File: src/rtl/seg7_display_arbiter_if.sv
// Bus between the debug-tap side and the seven-segment display arbiter.
// The master drives status sources and message requests; the slave returns display words.
interface seg7_display_arbiter_if;
    logic [3:0]   src_valid;
    logic [127:0] src_data;
    logic         freeze;
    logic         msg_req;
    logic [31:0]  msg_data;
    logic         msg_ack;
    logic [31:0]  disp_data;
    logic [2:0]   disp_src;
    logic         disp_blank;

    modport master (
        output src_valid, src_data, freeze, msg_req, msg_data,
        input  msg_ack, disp_data, disp_src, disp_blank
    );

    modport slave (
        input  src_valid, src_data, freeze, msg_req, msg_data,
        output msg_ack, disp_data, disp_src, disp_blank
    );
endinterface

File: src/rtl/seg7_display_arbiter.sv
// Round-robin time-sharing of one 4-digit seven-segment display between four
// status sources, with a one-shot pre-empting message and a freeze control.
module seg7_display_arbiter #(
    parameter int unsigned DWELL    = 200000000,
    parameter int unsigned MSG_HOLD = 300000000,
    parameter int unsigned CNT_W    = 32
) (
    input logic                   clk,
    input logic                   rst,
    seg7_display_arbiter_if.slave bus
);
    typedef enum logic [1:0] {IDLE, SHOW, MSG} state_t;

    localparam logic [CNT_W-1:0] DWELL_LAST = CNT_W'(DWELL - 1);
    localparam logic [CNT_W-1:0] HOLD_LAST  = CNT_W'(MSG_HOLD - 1);

    state_t           state_q, state_d;
    logic [1:0]       cur_q, cur_d;
    logic [1:0]       saved_q, saved_d;
    logic [CNT_W-1:0] cnt_q, cnt_d;
    logic             accept;
    logic [31:0]      disp_data_q;
    logic [2:0]       disp_src_q;
    logic             disp_blank_q;
    logic             msg_ack_q;
    logic [2:0]       nx_cur, nx_saved, first_vld;

    // {found, index} of the first valid source in order base+1, base+2, base+3, base
    function automatic logic [2:0] next_after(input logic [3:0] v, input logic [1:0] base);
        logic [2:0] r;
        logic [1:0] idx;
        r = '0;
        for (int k = 4; k >= 1; k--) begin
            idx = base + 2'(k);
            if (v[idx]) r = {1'b1, idx};
        end
        return r;
    endfunction

    assign nx_cur    = next_after(bus.src_valid, cur_q);
    assign nx_saved  = next_after(bus.src_valid, saved_q);
    assign first_vld = next_after(bus.src_valid, 2'd3);

    always_comb begin
        state_d = state_q;
        cur_d   = cur_q;
        cnt_d   = cnt_q;
        saved_d = saved_q;
        accept  = 1'b0;
        case (state_q)
            IDLE: begin
                if (bus.msg_req) begin
                    accept = 1'b1;
                end else if (first_vld[2]) begin
                    state_d = SHOW;
                    cur_d   = first_vld[1:0];
                    cnt_d   = '0;
                end
            end
            SHOW: begin
                if (bus.msg_req) begin
                    accept = 1'b1;
                end else if (!bus.src_valid[cur_q]) begin
                    // A vanished source moves on even while frozen
                    cnt_d = '0;
                    if (nx_cur[2]) cur_d = nx_cur[1:0];
                    else           state_d = IDLE;
                end else if (!bus.freeze) begin
                    if (cnt_q == DWELL_LAST) begin
                        cnt_d = '0;
                        cur_d = nx_cur[1:0];
                    end else begin
                        cnt_d = cnt_q + 1'b1;
                    end
                end
            end
            MSG: begin
                if (cnt_q == HOLD_LAST) begin
                    cnt_d = '0;
                    if (bus.src_valid[saved_q]) begin
                        state_d = SHOW;
                        cur_d   = saved_q;
                    end else if (nx_saved[2]) begin
                        state_d = SHOW;
                        cur_d   = nx_saved[1:0];
                    end else begin
                        state_d = IDLE;
                    end
                end else begin
                    cnt_d = cnt_q + 1'b1;
                end
            end
            default: state_d = IDLE;
        endcase
        // Message acceptance overrides any same-cycle rotation or drop
        if (accept) begin
            state_d = MSG;
            cnt_d   = '0;
            saved_d = cur_q;
        end
    end

    always_ff @(posedge clk) begin
        if (rst) begin
            state_q      <= IDLE;
            cur_q        <= '0;
            cnt_q        <= '0;
            saved_q      <= '0;
            disp_data_q  <= '0;
            disp_src_q   <= 3'd7;
            disp_blank_q <= 1'b1;
            msg_ack_q    <= 1'b0;
        end else begin
            state_q   <= state_d;
            cur_q     <= cur_d;
            cnt_q     <= cnt_d;
            saved_q   <= saved_d;
            msg_ack_q <= accept;
            case (state_d)
                MSG: begin
                    if (accept) disp_data_q <= bus.msg_data;
                    disp_src_q   <= 3'd4;
                    disp_blank_q <= 1'b0;
                end
                SHOW: begin
                    disp_data_q  <= bus.src_data[32*cur_d +: 32];
                    disp_src_q   <= {1'b0, cur_d};
                    disp_blank_q <= 1'b0;
                end
                default: begin
                    disp_data_q  <= '0;
                    disp_src_q   <= 3'd7;
                    disp_blank_q <= 1'b1;
                end
            endcase
        end
    end

    assign bus.msg_ack    = msg_ack_q;
    assign bus.disp_data  = disp_data_q;
    assign bus.disp_src   = disp_src_q;
    assign bus.disp_blank = disp_blank_q;
endmodule

File: src/flat_wrapper.sv
// flat-port wrapper written by rule: the top's interface ports become plain ports
module seg7_display_arbiter_flat 
#(
    parameter int unsigned DWELL    = 200000000,
    parameter int unsigned MSG_HOLD = 300000000,
    parameter int unsigned CNT_W    = 32
)
  (clk, rst, bus_src_valid, bus_src_data, bus_freeze, bus_msg_req, bus_msg_data, bus_msg_ack, bus_disp_data, bus_disp_src, bus_disp_blank);
  seg7_display_arbiter_if bus_i ();
  input logic clk;
  input logic rst;
  input wire logic [$bits(bus_i.src_valid)-1:0] bus_src_valid;
  input wire logic [$bits(bus_i.src_data)-1:0] bus_src_data;
  input wire logic [$bits(bus_i.freeze)-1:0] bus_freeze;
  input wire logic [$bits(bus_i.msg_req)-1:0] bus_msg_req;
  input wire logic [$bits(bus_i.msg_data)-1:0] bus_msg_data;
  output wire logic [$bits(bus_i.msg_ack)-1:0] bus_msg_ack;
  output wire logic [$bits(bus_i.disp_data)-1:0] bus_disp_data;
  output wire logic [$bits(bus_i.disp_src)-1:0] bus_disp_src;
  output wire logic [$bits(bus_i.disp_blank)-1:0] bus_disp_blank;
  assign bus_i.src_valid = bus_src_valid;
  assign bus_i.src_data = bus_src_data;
  assign bus_i.freeze = bus_freeze;
  assign bus_i.msg_req = bus_msg_req;
  assign bus_i.msg_data = bus_msg_data;
  assign bus_msg_ack = bus_i.msg_ack;
  assign bus_disp_data = bus_i.disp_data;
  assign bus_disp_src = bus_i.disp_src;
  assign bus_disp_blank = bus_i.disp_blank;
  seg7_display_arbiter #(.DWELL(DWELL), .MSG_HOLD(MSG_HOLD), .CNT_W(CNT_W)) u_core (.clk(clk), .rst(rst), .bus(bus_i));
endmodule
File: config.mk
export PLATFORM = sky130hd
export DESIGN_NAME = seg7_display_arbiter_flat
export DESIGN_NICKNAME = d
export VERILOG_FILES = /design/src/rtl/seg7_display_arbiter_if.sv /design/src/rtl/seg7_display_arbiter.sv /design/src/flat_wrapper.sv
export SDC_FILE = /design/constraint.sdc
export NUM_CORES = 1
export LEC_CHECK = 0
export CAP_MARGIN = 0
export CORE_MARGIN = 2
export CORE_UTILIZATION = 44
export DETAILED_ROUTE_END_ITERATION = 8
export PLACE_DENSITY = 0.79
export RECOVER_POWER = 25
export SLEW_MARGIN = 20
export SYNTH_ARGS = -nofsm -noshare
export SYNTH_HDL_FRONTEND = slang
export SYNTH_SLANG_ARGS = --single-unit
File: constraint.sdc
create_clock -name clk -period 3.9 [get_ports clk]
set_input_delay 0.78 -clock clk [delete_from_list [all_inputs] [get_ports clk]]
set_output_delay 0.78 -clock clk [all_outputs]
set_load 0.02 [all_outputs]
==> results.md <==
- Critical path class: in -> reg
- Mean Syn Cell Area: 8.15 sq um
- CTS tree: built
- CP arrival: 3880 ps
- Number of global-route vias before repair: 5492
- RSZ-0062 raised after global routing: false
- Max-capacitance violation count: 0
- Final hold violations: 0
- Register area: 0.00150 sq mm
- Main synth FF type: dfxtp_1
- Antenna violations before repair: 0
- Diodes inserted: 0
- Yosys top cell by area: dfxtp_1
- CP Launch Type: input port
- Tmin final: 3630 ps
- CTS clk-pin slew, worst paths: 60 ps
- H-tree Lvls: 3
- Post-synth ARST share: 0%
- Synth cell types: 64
- Syn nets: 785
- Gpl congestion: 0.950
- Share of post-route cells with drive strength above 1: 8.03%
- ANT nets after route: 0
- Synth area leaders: dfxtp_1 (30%), mux2i_1 (6.0%), a21o_1 (5.1%), o21ai_0 (4.7%), nand2_1 (3.9%)
- Port Buf Inserts: between 200 and 250
- CTS resizes: 0
- IR drop worst, VDD: 0.287 mV
- Max Slew Vio Count: 0
- First-pass GRT wire length: roughly 26000 microns
- CTS Buffer Depth: 2
- Crit-path most repeated cell: nand2_1
- Required @ worst endpoint: 4150 ps
- FF+latch count, synth: 75
- Dpl hpwl: ~13000 microns
- Crit-path cells: clkdlybuf4s50_1, nor4_1, nand2_1, nand3b_1, a31oi_1, inv_1, ha_1, nand2_1, nor2_1, a22oi_1, o221ai_1
- Setup violators final: 0
- Die Ht: 110 microns
- Min-Delay Path Class: reg -> reg
- Num Clock Sinks: 75
- Initial Utilization: 45.5%
- Number of synthesized flops with an enable pin: 0
- Non-Filler Instances: 949
- Post CTS Setup Buffer Count: 0
- Slowest CP cell: nor2_1
- PwrDens: 337 mW/mm^2
- Worst skew pair latency: 340 ps
- Max Freq: 0.276 GHz
- IO Count: 205
- Root buffer cell: clkbuf_16
- FP Rows: 38
- Cts hold-fix bufs: 0
- Total Wirelength: 17100 microns
- Largest net degree at the start of global routing: 32
- Clock Skew: 7.56 ps
- Critical Path Sink Type: flip-flop
- Global route overflow: 0
- Period utilization: about 93%
- Dpl cells: 933
- Slew @ Worst Pin: 1140 ps
- Chip width: ~110 microns
- Synth-to-Final Area Change: 51.3%
- Register area share after synthesis: 30.2%
- Synth warnings: 0
- 1st-pass router iterations: 5
- Worst relative slew slack: 24.0%
- Multi-input combinational cell area: 0.00319 sq mm
- Synth top area share: 30.2%
- Post-place setup slack: -14.2 ps
- DR WL/cell: between 15 and 20 microns
- Total die area: 0.0122 sq mm
- Vias per inst: 5.72
- Vias: 5433
- Max incr delay on CP: 860 ps
- Status: finished, final reports clean
- Fillers: 899
- Largest fanout on the critical path: 15
- # nets final: just under 1k
- DRC: 0
- Core ar.: 0.0109 sq mm
- Initial DRC count: 341
- Tot GR Track Use: between 20 and 30%
- Leak pwr: 2.97 nW
- TritonCTS buffer count: 9
- Syn Std Cell Area: 0.00497 sq mm
- Synth Instances: 610
- Setup WS post-layout: 275 ps
[power by group]
group	switching [W]	internal, W	total [W]
sequential	0.0000321	0.000806	0.000838
combinational	0.000387	0.000393	0.000780
clock	0.000340	0.000578	0.000918
total	0.000759	0.00178	0.00254
[critical path, delay by kind of cell]
kind / cells / cell delay (ps)
buffers and inverters: 2 / 590
adders and majority gates: 1 / 160
AOI/OAI and AO/OA: 3 / 480
and+or+nand+nor: 5 / 1860
[per-layer routing]
layer	up-vias	track usage [%]	routed length [microns]	share of wire [%]
li1	2637	-	-	-
met1	2568	31.7	6790	40
met2	195	50.8	8840	52
met3	33	5.88	1050	6.1
met4	0	10.4	444	2.6
met5	-	0	0	0
[registers in the layout, indices dropped and copies added (netlist names)]
| signal | count |
|---|---|
| u_core.bus.disp_data | 32 |
| u_core.cnt_q | 32 |
| u_core.bus.disp_src | 3 |
| u_core.cur_q | 2 |
| u_core.saved_q | 2 |
| u_core.state_q | 2 |
| u_core.bus.disp_blank | 1 |
| u_core.bus.msg_ack | 1 |
[synth_stat cells, drive strengths merged, types with 17 or more instances]
| cell | n |
|---|---|
| dfxtp | 75 |
| nand2 | 53 |
| o21ai | 50 |
| nor2 | 47 |
| a21o | 34 |
| clkbuf | 30 |
| mux2i | 30 |
| nand3 | 28 |
| and3 | 27 |
| a31oi | 19 |
| a21boi | 18 |
| a21oi | 17 |
| o221ai | 17 |
| xor2 | 17 |
[final cells by class]
| cell class | instances | area share [%] |
|---|---|---|
| tap | 140 | 2.33 |
| timing repair buffer | 229 | 30.3 |
| clock buffer | 10 | 3.17 |
| multi-input combinational | 476 | 42.4 |
| clock inverter | 6 | 1.18 |
| sequential | 75 | 19.9 |
| inverter | 13 | 0.648 |
[per-stage QoR]
stage	total power [W]	instance area (sq um)	util (%)	hold slack, ps	setup TNS, ps
after detailed placement	0.00163	7200	65.8	478	-36.9
after global routing	0.00264	7530	68.8	527	0
after global placement	0.00162	7200	65.8	460	0
final	0.00254	7530	68.8	489	0
after floorplan	0.00128	4970	-	449	0
after CTS	0.00255	7530	68.8	486	0
[cell usage in the layout (no fill, tap or decap), drive strengths merged, types with 18 or more instances in the layout]
master           n
a21boi          18
a21o            34
a31oi           19
and3            27
buf             25
clkdlybuf4s50  178
dfxtp           75
dlygate4sd3     26
mux2i           30
nand2           53
nand3           28
nor2            47
o21ai           50
[cells by family (layout without fill, tap and decap cells)]
kind of cell	Yosys count	in the layout	synth area share [%]
simple gates	208	208	22.0
compound gates	203	203	28.9
flops	75	75	30.2
buf+inv	59	258	5.91
mux	31	31	6.49
xor+xnor	27	27	4.75
fa+ha+maj	7	7	1.76
[path summary, 6_finish.rpt]
check / startpoint / end / slack [ps] / cells after the start
hold / removal: u_core.cnt_q[1] / u_core.cnt_q[1] / 490 / 2
hold reg to reg: u_core.cnt_q[1] / u_core.cnt_q[1] / 490 / 2
setup / recovery: bus_src_valid[2] / u_core.bus.disp_data[11] / 270 / 11
setup reg to reg: u_core.cnt_q[16] / u_core.bus.disp_data[16] / 510 / 12
Power figures use the tool's default switching activity.
